==> config.mk <==
export PLATFORM = sky130hd
export DESIGN_NAME = apb3_cpuif_bridge
export DESIGN_NICKNAME = d
export VERILOG_FILES = /design/src/rtl/apb3_cpuif_bridge.sv
export SDC_FILE = /design/constraint.sdc
export NUM_CORES = 1
export LEC_CHECK = 0
export ABC_AREA = 1
export CAP_MARGIN = 10
export CORE_ASPECT_RATIO = 1.25
export CORE_MARGIN = 4
export CORE_UTILIZATION = 30
export CTS_BUF_LIST = sky130_fd_sc_hd__clkbuf_2
export DETAILED_ROUTE_END_ITERATION = 10
export GPL_ROUTABILITY_DRIVEN = 0
export PLACE_DENSITY = 0.67
export SYNTH_ARGS = -nofsm -noshare
export SYNTH_HDL_FRONTEND = slang
export SYNTH_SLANG_ARGS = --single-unit
==> constraint.sdc <==
create_clock -name clk -period 2.9 [get_ports clk]
set_clock_uncertainty 0.1 [all_clocks]
set_input_delay 0.87 -clock clk [delete_from_list [all_inputs] [get_ports clk]]
set_output_delay 0.87 -clock clk [all_outputs]
set_load 0.03 [all_outputs]
==> src/rtl/apb3_cpuif_bridge.sv <==
// APB3 slave to register-block cpuif request/ack bridge.
// Registered request stage, stall hold, ack capture and response timeout.
module apb3_cpuif_bridge #(
  parameter int DATA_WIDTH     = 32,
  parameter int ADDR_WIDTH     = 32,
  parameter int TIMEOUT_CYCLES = 255
) (
  input  logic                  clk,
  input  logic                  arst_n,
  input  logic                  s_apb_psel,
  input  logic                  s_apb_penable,
  input  logic                  s_apb_pwrite,
  input  logic [ADDR_WIDTH-1:0] s_apb_paddr,
  input  logic [DATA_WIDTH-1:0] s_apb_pwdata,
  output logic [DATA_WIDTH-1:0] s_apb_prdata,
  output logic                  s_apb_pready,
  output logic                  s_apb_pslverr,
  output logic                  cpuif_req,
  output logic                  cpuif_req_is_wr,
  output logic [ADDR_WIDTH-1:0] cpuif_addr,
  output logic [DATA_WIDTH-1:0] cpuif_wr_data,
  output logic [DATA_WIDTH-1:0] cpuif_wr_biten,
  input  logic                  cpuif_req_stall_wr,
  input  logic                  cpuif_req_stall_rd,
  input  logic                  cpuif_rd_ack,
  input  logic                  cpuif_rd_err,
  input  logic [DATA_WIDTH-1:0] cpuif_rd_data,
  input  logic                  cpuif_wr_ack,
  input  logic                  cpuif_wr_err
);

  localparam int AL = $clog2(DATA_WIDTH / 8);
  localparam int CW =
    (TIMEOUT_CYCLES > 1) ? $clog2(TIMEOUT_CYCLES) : 1;
  localparam bit TO_EN = (TIMEOUT_CYCLES > 0);
  localparam logic [CW-1:0] TO_LAST =
    CW'((TIMEOUT_CYCLES > 0) ? TIMEOUT_CYCLES - 1 : 0);
  localparam logic [ADDR_WIDTH-1:0] AMASK =
    ~((ADDR_WIDTH'(1) << AL) - ADDR_WIDTH'(1));

  typedef enum logic [1:0] {
    IDLE,
    REQ,
    WAIT,
    RESP
  } state_e;

  state_e                state_q, state_d;
  logic                  req_q, req_d;
  logic                  wr_q, wr_d;
  logic [ADDR_WIDTH-1:0] addr_q, addr_d;
  logic [DATA_WIDTH-1:0] wdata_q, wdata_d;
  logic [DATA_WIDTH-1:0] prdata_q, prdata_d;
  logic                  pready_q, pready_d;
  logic                  pslverr_q, pslverr_d;
  logic [CW-1:0]         cnt_q, cnt_d;

  logic                  stall;
  logic                  ack;
  logic                  err;
  logic [DATA_WIDTH-1:0] rdat;

  // Only the handshake matching the captured direction is honoured.
  assign stall = wr_q ? cpuif_req_stall_wr : cpuif_req_stall_rd;
  assign ack   = wr_q ? cpuif_wr_ack : cpuif_rd_ack;
  assign err   = wr_q ? cpuif_wr_err : cpuif_rd_err;
  assign rdat  = wr_q ? '0 : cpuif_rd_data;

  always_comb begin
    state_d   = state_q;
    req_d     = req_q;
    wr_d      = wr_q;
    addr_d    = addr_q;
    wdata_d   = wdata_q;
    cnt_d     = cnt_q;
    prdata_d  = '0;
    pready_d  = 1'b0;
    pslverr_d = 1'b0;
    unique case (state_q)
      IDLE: begin
        if (s_apb_psel && !s_apb_penable) begin
          wr_d    = s_apb_pwrite;
          addr_d  = s_apb_paddr & AMASK;
          wdata_d = s_apb_pwdata;
          req_d   = 1'b1;
          state_d = REQ;
        end else if (s_apb_psel && s_apb_penable) begin
          pready_d  = 1'b1;
          pslverr_d = 1'b1;
          state_d   = RESP;
        end
      end
      REQ: begin
        if (!stall) begin
          req_d = 1'b0;
          cnt_d = '0;
          if (ack) begin
            pready_d  = 1'b1;
            pslverr_d = err;
            prdata_d  = rdat;
            state_d   = RESP;
          end else begin
            state_d = WAIT;
          end
        end
      end
      WAIT: begin
        if (ack) begin
          pready_d  = 1'b1;
          pslverr_d = err;
          prdata_d  = rdat;
          state_d   = RESP;
        end else if (TO_EN && cnt_q == TO_LAST) begin
          pready_d  = 1'b1;
          pslverr_d = 1'b1;
          state_d   = RESP;
        end else begin
          cnt_d = cnt_q + CW'(1);
        end
      end
      RESP: state_d = IDLE;
      default: state_d = IDLE;
    endcase
  end

  always_ff @(posedge clk or negedge arst_n) begin
    if (!arst_n) begin
      state_q   <= IDLE;
      req_q     <= 1'b0;
      wr_q      <= 1'b0;
      addr_q    <= '0;
      wdata_q   <= '0;
      prdata_q  <= '0;
      pready_q  <= 1'b0;
      pslverr_q <= 1'b0;
      cnt_q     <= '0;
    end else begin
      state_q   <= state_d;
      req_q     <= req_d;
      wr_q      <= wr_d;
      addr_q    <= addr_d;
      wdata_q   <= wdata_d;
      prdata_q  <= prdata_d;
      pready_q  <= pready_d;
      pslverr_q <= pslverr_d;
      cnt_q     <= cnt_d;
    end
  end

  assign cpuif_req       = req_q;
  assign cpuif_req_is_wr = wr_q;
  assign cpuif_addr      = addr_q;
  assign cpuif_wr_data   = wdata_q;
  assign cpuif_wr_biten  = {DATA_WIDTH{req_q}};
  assign s_apb_prdata    = prdata_q;
  assign s_apb_pready    = pready_q;
  assign s_apb_pslverr   = pslverr_q;

endmodule

### After elaboration in Yosys (flattened, before gate mapping)

Index checks and enable logic that the tools add are counted.

* register bits after elaboration: 108
* output and inout port bits: 132

* multiplexer cells: 32
* equality and inequality tests: 10
* reduce and logical (&&, ||, !) cells: 10
* $add $sub $neg: 1

Operators by type and width (count)
* 32-bit two-way mux: 3
* 32-bit case mux with 2 select lines: 1
* 8-bit two-way mux: 3
* 8-bit case mux with 2 select lines: 1
* 1-bit two-way mux: 15
* 2-bit two-way mux: 5
* 8-bit by 1-bit adder with 8-bit output, second input constant: 1
* 8-bit equality test, second input constant: 1
* 2-bit != test, second input constant: 4
* 2-bit case mux with 4 select lines: 1
* 3-bit != test, second input constant: 2
* 1-bit case mux with 3 select lines: 2
* 3-bit AND reduction: 2
* 2-bit equality test, second input constant: 2
* 4-bit AND reduction: 1
* 2-bit nonzero test: 2
* 2-bit by 1-bit equality test with 1-bit output, second input constant: 1
* 1-bit logical AND: 2
* 2-bit zero test: 1
* 1-bit case mux with 2 select lines: 1
* 2-bit AND reduction: 1
* 1-bit zero test: 1

### Logic depth before layout (Yosys ltp)

Gate-level depths: netlist of run 1.

* word-level depth: 4
* gate-level depth with buffers: 10

### Worst setup path before layout of run 1

OpenSTA, ideal clock, no wires.

* path kind: register to output
* start point: register req_q (netlist: cpuif_req)
* end point: output cpuif_wr_biten[0]
* setup slack: 0.669 ns
* stages on the path, launching flop included: 2
* required time: 1.930 ns
* arrival time: 1.261 ns
* path through: dfrtp_1 -> buf_4

RTL lines
* start: declaration: RTL line 49 `logic req_q, req_d;`
* start signal: assignment: RTL line 139 `req_q <= req_d;`
* end: declaration: RTL line 22 `output logic [DATA_WIDTH-1:0] cpuif_wr_biten,`

No word-level cell between the ends.

### Worst setup path after layout of run 1

* start point: register addr_q[22] (netlist: cpuif_addr[22])
* end point: output cpuif_addr[22]

RTL lines
* start: declaration: RTL line 51 `logic [ADDR_WIDTH-1:0] addr_q, addr_d;`
* start signal: assignment: RTL line 141 `addr_q <= addr_d;`
* end: declaration: RTL line 20 `output logic [ADDR_WIDTH-1:0] cpuif_addr,`

No word-level cell between the ends.

==> results.py, run 1 <==
metrics = {
    "synthesis": {
        "ys_seq_area_share_pct": 57.7,
        "muxShareOfSynthArea_pct": 0,
        "syn_avg_cell_area_um2": 8.67,
        "synth_top_family_by_area": "simple AND/OR/NAND/NOR gates",
        "synth_area_leaders": "dfrtp_1, nand2_1, buf_4",
        "syn_inst": 540,
        "synth-seq-cells": 108,
        "synthSimpleGateAreaFrac_pct": 28.4,
        "ys_types": 26,
        "synth_area_leader_cell": "dfrtp_1",
        "synth_compound_area_share_pct": 1.18,
        "synth-xor-area-share_pct": 0.561,
        "ys_warn_count": 0,
        "synth.top_cell.area_share_pct": 57.7,
        "synthAdderAreaFrac_pct": 1.87,
        "synth_area_um2": 4680,
    },
    "placement": {
        "dp.cells": 941,
        "port_buffers": 234,
        "hpwlAfterDp_um": 9590,
        "pre_cts_slack_ns": 0.341,
        "place_area_um2": 7010,
    },
    "clocking": {
        "h-tree-depth": 3,
        "cts_setup_buffers": 0,
        "clk_pin_slew_ns": 0.31,
        "clockBufferDepth": 2,
        "cts_sinks": 108,
        "cts_buffers": 9,
        "insertion_delay_ns": 0.59,
        "tritoncts": "built",
        "root_buffer": "clkbuf_2",
    },
    "global_route": {
        "grt_max_degree": 64,
        "antenna_found_initial": 0,
        "grt_usage_pct": 14.3,
        "grt-ovfl-total": 0,
        "grt_pass1_vias": 3808,
        "grt_pass1_wl_um": 20200,
    },
    "floorplanning": {
        "fp.dieW_um": 120,
        "ios": 239,
        "initial_core_util_pct": 30.9,
        "die_area_um2": 17700,
        "die_h_um": 148,
        "fp-row-count": 50,
        "core_um2": 15100,
    },
    "power": {
        "p_sw_share_pct": 48.2,
        "p_comb_share_pct": 58.8,
        "powerDensity_nw_per_um2": 1000,
        "design_power_total_mw": 7.07,
        "clkPwrFrac_pct": 9.0,
        "peakVddDrop_mv": 0.358,
        "p_leak_nw": 3.50,
        "p_int_mw": 3.66,
        "power_frac_seq_pct": 32.3,
        "p_sw_mw": 3.41,
    },
    "hold_path": {
        "whs_path_depth": 2,
        "hold_start": "cpuif_wr_data[30]$_DFFE_PN0P_",
        "min_path_type": "flop to flop",
        "min_delay_worst_endpoint": "cpuif_wr_data[30]$_DFFE_PN0P_",
    },
    "critical_path": {
        "critPathSlowestCell": "clkdlybuf4s50_1",
        "r2r_end": "cpuif_wr_data[25]$_DFFE_PN0P_",
        "crit_path_end_kind": "primary output",
        "crit_path_max_incr_delay_ns": 0.68,
        "cp.arrival_ns": 1.73,
        "cp_top_family": "buffers and inverters",
        "path_depth": 1,
        "path_cells": "clkdlybuf4s50_1",
        "critical_path_buf_inv_count": 1,
        "startpoint": "cpuif_addr[22]$_DFFE_PN0P_",
        "rrSetupSlack_ns": 1.07,
        "cp-start-kind": "flop",
        "path_max_fanout": 2,
        "critPathKind": "flop to primary output",
        "cp.required_ns": 1.93,
        "worstRegToRegCells": 7,
        "r2r_start": "state_q[0]$_DFFE_PN0P_",
    },
    "sta": {
        "finalHoldViolations": 0,
        "fin_crit_sh_pct": 93.0,
        "max_freq_mhz": 371,
        "setup_ws_ns": 0.203,
        "setup_viol": 0,
        "tns_ns": 0,
        "period_minus_slack_ns": 2.70,
        "finalMaxSlewViolations": 0,
        "fin_hold_ws_ns": 0.414,
        "rsz0062_at_grt": "false",
    },
    "finish": {
        "antenna_cells": 0,
        "final-instance-count-excl-fill": 958,
        "final_util_pct": 46.7,
        "fillers": 1497,
        "fin_nets": 859,
        "drive_gt1_share_pct": 5.87,
        "area_delta_synth_final_pct": 51.1,
        "finalInstanceArea_um2": 7070,
    },
    "run_status": {
        "outcome": "finished clean",
    },
    "routing": {
        "drtIter0Drc": 336,
        "drt_pass1_iterations": 4,
        "vias": 3913,
        "wl_um": 12800,
        "viasPerCell": 4.08,
        "antenna_left": 0,
        "drc": 0,
        "wl_per_cell_um": 13.3,
    },
    "run": {
        "max_cap_viol_count": 0,
    },
}
cell families after synthesis:
logic type | Yosys count
flip-flops | 108
adder cells (fa/ha/maj) | 7
AND/OR/NAND/NOR | 336
buffers and inverters | 75
XOR/XNOR | 3
other | 1
AO/OA/AOI/OAI | 10
flip-flops by register name (all words and copies together) (netlist names):
signal,cells
cnt_q,8
cpuif_addr,30
cpuif_req,1
cpuif_req_is_wr,1
cpuif_wr_data,32
s_apb_prdata,32
s_apb_pready,1
s_apb_pslverr,1
state_q,2
synth_stat cells (all sizes together):
| library cell | number |
|---|---|
| nand3b | 1 |
| nor3b | 1 |
| buf | 44 |
| xnor2 | 1 |
| o21ai | 5 |
| xor2 | 2 |
| clkbuf | 9 |
| o22ai | 1 |
| a21oi | 4 |
| nand3 | 13 |
| nand4 | 1 |
| dfrtp | 108 |
| nand2 | 276 |
| inv | 22 |
| conb | 1 |
| ha | 7 |
| nor2 | 44 |
power groups by stage:
stage          clock network (mW)  registers [mW]  logic [mW]
6_report                    0.633            2.28        4.16
5_1_grt                     0.741            2.36        4.46
4_1_cts                     0.684            2.29        4.22
3_5_place_dp                    0            2.32        4.37
3_3_place_gp                    0            2.30        4.34
2_1_floorplan                   0            3.31        1.80
layer usage:
metal | GRT usage, % | routed length (um)
met3 | 4.44 | 964
met4 | 4.30 | 171
met5 | 0 | 0
met2 | 25.1 | 6470
met1 | 16.9 | 5180
cell type report:
cell class,instances,area (um^2),share of cell area (%)
multi-input combinational,358,1500,21.3
timing repair buffer,246,2430,34.3
clock inverter,7,50.0,0.708
inverter,22,82.6,1.17
sequential,108,2700,38.2
clock buffer,9,45.0,0.637
tap,208,260,3.68
worst max path at each step:
| stage | to |
|---|---|
| 6_report | cpuif_addr[22] |
| 5_1_grt | cpuif_wr_biten[0] |
| 4_1_cts | cpuif_wr_data[14] |
| 3_5_place_dp | cpuif_wr_data[29]$_DFFE_PN0P_ |
| 3_3_place_gp | cpuif_wr_data[27]$_DFFE_PN0P_ |
| 2_1_floorplan | cpuif_wr_biten[0] |
cells in the final DEF, fill, tap and decap left out:
master / synthesis / routed
a21oi_2: 1 / 1
buf_12: 0 / 3
nand3_1: 11 / 11
nand2_2: 6 / 6
nand3_2: 2 / 2
clkinv_1: 0 / 2
o22ai_1: 1 / 1
dfrtp_1: 108 / 108
xnor2_1: 1 / 1
clkdlybuf4s50_1: 0 / 199
nand4_1: 1 / 1
dlygate4sd2_1: 0 / 34
inv_2: 5 / 5
nand3b_1: 1 / 1
buf_4: 34 / 9
o21ai_1: 1 / 1
inv_1: 17 / 17
conb_1: 1 / 2
nand2_4: 1 / 1
nor2_2: 3 / 3
nand2_1: 269 / 269
a21oi_1: 3 / 3
clkbuf_2: 0 / 9
o21ai_0: 4 / 4
ha_1: 7 / 7
xor2_1: 2 / 2
clkinv_4: 0 / 2
nor2_1: 41 / 41
inv_6: 0 / 1
clkinv_2: 0 / 1
dlygate4sd3_1: 0 / 1
inv_8: 0 / 1
nor3b_1: 1 / 1
what timing repair did:
item / CTS / global route
resized for setup: 34 / 0
hold buffers: 1 / 0
endpoints found under the setup margin: 34 / 0
endpoints found under the hold margin: 22 / 0
Note: power is estimated with default switching activity, not from simulation.
==> run 2: changes to the inputs <==
--- a/config.mk
+++ b/config.mk
@@ -5,7 +5,7 @@
 export SDC_FILE = /design/constraint.sdc
 export NUM_CORES = 1
 export LEC_CHECK = 0
-export ABC_AREA = 1
+export ABC_AREA = 0
 export CAP_MARGIN = 10
 export CORE_ASPECT_RATIO = 1.25
 export CORE_MARGIN = 4
==> run 2 against run 1 <==
Net effect: global-route usage down 0.59 points; cell count shrank 19%; synthesized cell count fell by 33%; hold slack improved by 0.031 ns; cell area is 0.55% higher; count of clock-buffer cells in the layout unchanged; flip-flop and latch count is the same; via count fell by 11%; combinational power fell by 3%; non-clock buffer count fell by 4; sequential share of layout area is 0.21 points lower; largest power group unchanged.
==> results.py, run 2 <==
metrics = {
    "sta": {
        "setup_viol": 0,
        "tns_ns": 0,
        "fin_crit_sh_pct": 94.4,
        "worstMarginPinSlew_ns": 0.501,
        "period_minus_slack_ns": 2.74,
        "slew_headroom_pct": 66.6,
        "max_freq_mhz": 365,
        "finalHoldViolations": 0,
        "rsz0062_at_grt": "false",
        "finalMaxSlewViolations": 0,
    },
    "finish": {
        "area_delta_synth_final_pct": 52.0,
        "final_cell_mix": "clkdlybuf4s50_1, dfrtp_1, mux2_2, and2_1, dlygate4sd2_1",
        "fin_nets": 679,
        "drive_gt1_share_pct": 17.5,
        "antenna_cells": 0,
        "mostFrequentLayoutCell": "clkdlybuf4s50_1",
    },
    "synthesis": {
        "synth.top_cell.area_share_pct": 57.8,
        "synth_area_leader_cell": "dfrtp_1",
        "ys_seq_area_share_pct": 57.8,
        "synth-seq-cells": 108,
        "syn_inst": 360,
        "ys_types": 41,
        "synth_ff_type": "dfrtp_1",
        "synth_area_um2": 4680,
        "synth_edf_count": 0,
        "async_flop_share_pct": 100,
        "ys_top_cells_by_count": "dfrtp_1, mux2_2, and2_1",
        "synth_area_leaders": "dfrtp_1, mux2_2, buf_4",
        "yosysMostFrequentCell": "dfrtp_1",
        "syn_avg_cell_area_um2": 13.0,
        "ys_warn_count": 0,
    },
    "power": {
        "p_sw_mw": 3.10,
        "p_sw_share_pct": 43.8,
        "peakVddDrop_mv": 0.510,
        "p_comb_share_pct": 56.6,
        "design_power_total_mw": 7.09,
        "p_int_mw": 3.99,
        "p_leak_nw": 3.01,
        "powerDensity_nw_per_um2": 997,
        "clkPwrFrac_pct": 11.0,
        "power_frac_seq_pct": 32.3,
    },
    "floorplanning": {
        "ios": 239,
        "initial_core_util_pct": 30.9,
        "fp.dieW_um": 120,
        "fp-row-count": 50,
        "die_area_um2": 17700,
        "die_h_um": 148,
        "core_um2": 15100,
    },
    "clocking": {
        "h-tree-depth": 3,
        "clockBufferDepth": 2,
        "cts_setup_buffers": 0,
        "tritoncts": "built",
        "clk_pin_slew_ns": 0.31,
        "cts_buffers": 9,
        "root_buffer": "clkbuf_2",
        "insertion_delay_ns": 0.63,
        "cts_sinks": 108,
    },
    "critical_path": {
        "cp_top_family": "buffers and inverters",
        "crit_path_end_kind": "primary output",
        "path_cells": "clkdlybuf4s50_1",
        "critPathSlowestCell": "clkdlybuf4s50_1",
        "cp.required_ns": 1.93,
        "crit_path_max_incr_delay_ns": 0.68,
        "critPathKind": "flop to primary output",
        "cp.arrival_ns": 1.77,
        "critical_path_buf_inv_count": 1,
        "path_max_fanout": 2,
        "cp-start-kind": "flop",
    },
    "routing": {
        "drc": 0,
        "wl_um": 12300,
        "vias": 3492,
        "antenna_left": 0,
        "drtIter0Drc": 170,
        "viasPerCell": 4.49,
        "drt_pass1_iterations": 4,
        "wl_per_cell_um": 15.8,
    },
    "global_route": {
        "antenna_found_initial": 0,
        "grt_usage_pct": 13.7,
        "grt_max_degree": 64,
        "grt_pass1_vias": 3706,
        "grt-ovfl-total": 0,
        "grt_pass1_wl_um": 19200,
    },
    "run": {
        "max_cap_viol_count": 0,
    },
    "placement": {
        "hpwlAfterDp_um": 9270,
        "port_buffers": 234,
    },
    "hold_path": {
        "min_path_type": "flop to flop",
    },
    "run_status": {
        "outcome": "finished clean",
    },
}
## run 2: changes by cell type in the layout (fill, tap and decap cells not counted), sizes merged, moves of 4 or more
cell / delta
nand2: -262
mux2: +66
nor2: -40
and2: +35
inv: -12
nor4: +6
a31oi: +5
nand3: -5
nor3: +5
a21oi: +4
buf: -4
clkinv: -4
o221ai: +4
## run 2: cell type report
cell class,instances,area (um^2)
Inverter,8,30.0
Fill cell,1432,8030
Sequential cell,108,2700
Clock inverter,7,88.8
Timing Repair Buffer,242,2390
Tap cell,208,260
Clock buffer,9,45.0
Multi-Input combinational cell,196,1600
## run 2: logic make-up (layout without fill, tap and decap cells)
group,after synthesis,after routing,share of synthesized area (%)
DFF,108,108,57.8
and+or+nand+nor,86,86,10.6
muxes,69,69,16.9
buffers and inverters,57,266,8.19
AOI/OAI and AO/OA,32,32,4.63
adders and majority gates,7,7,1.87
other,1,2,0.0802
## run 2: final timing paths
path / startpoint / to / slack (ns) / cells after the start
worst max-delay path: cpuif_req_is_wr$_DFFE_PN0P_ / cpuif_req_is_wr / 0.16 / 1
worst min-delay path: cpuif_wr_data[26]$_DFFE_PN0P_ / cpuif_wr_data[26]$_DFFE_PN0P_ / 0.45 / 1
worst max register to register: state_q[1]$_DFFE_PN0P_ / cnt_q[4]$_DFFE_PN0P_ / 0.72 / 6
worst min register to register: cpuif_wr_data[26]$_DFFE_PN0P_ / cpuif_wr_data[26]$_DFFE_PN0P_ / 0.45 / 1
max in group asynchronous: arst_n / cpuif_wr_data[13]$_DFFE_PN0P_ / 1.40 / 3
min in group asynchronous: arst_n / cpuif_addr[27]$_DFFE_PN0P_ / 0.56 / 2
## run 2: repair_timing
item                                   4_1_cts  5_1_grt
hold buffers                                 1        0
setup endpoints to repair                   33        0
endpoints found under the hold margin       25        0
resized for setup                           33        0
## run 2: per-layer routing
layer / vias up / global-route usage [%] / share of wire (%)
li1: 1612 / - / -
met1: 1672 / 14.0 / 34
met2: 181 / 24.5 / 53
met3: 27 / 4.82 / 9.4
met4: 0 / 7.45 / 3.6
met5: - / 0 / 0
## run 2: power groups by stage
stage	clock [mW]	combinational (mW)	sequential [mW]
2_1_floorplan	0	1.53	3.38
3_5_place_dp	0	4.16	2.34
4_1_cts	0.836	4.06	2.30
6_report	0.782	4.02	2.29
5_1_grt	0.893	4.24	2.37
3_3_place_gp	0	4.11	2.31
## run 2: stage by stage
step | instances | cell area (um^2) | hold slack [ns] | utilization, % | worst slack (ns)
after floorplan | 361 | 4680 | 0.439 | - | 0.653
after global placement | 761 | 7010 | 0.387 | 46.3 | 0.315
after detailed placement | 761 | 7010 | 0.392 | 46.3 | 0.231
after CTS | 778 | 7110 | 0.450 | 47.0 | 0.0625
after global routing | 778 | 7110 | 0.462 | 47.0 | 0.0228
final | 778 | 7110 | 0.445 | 47.0 | 0.162
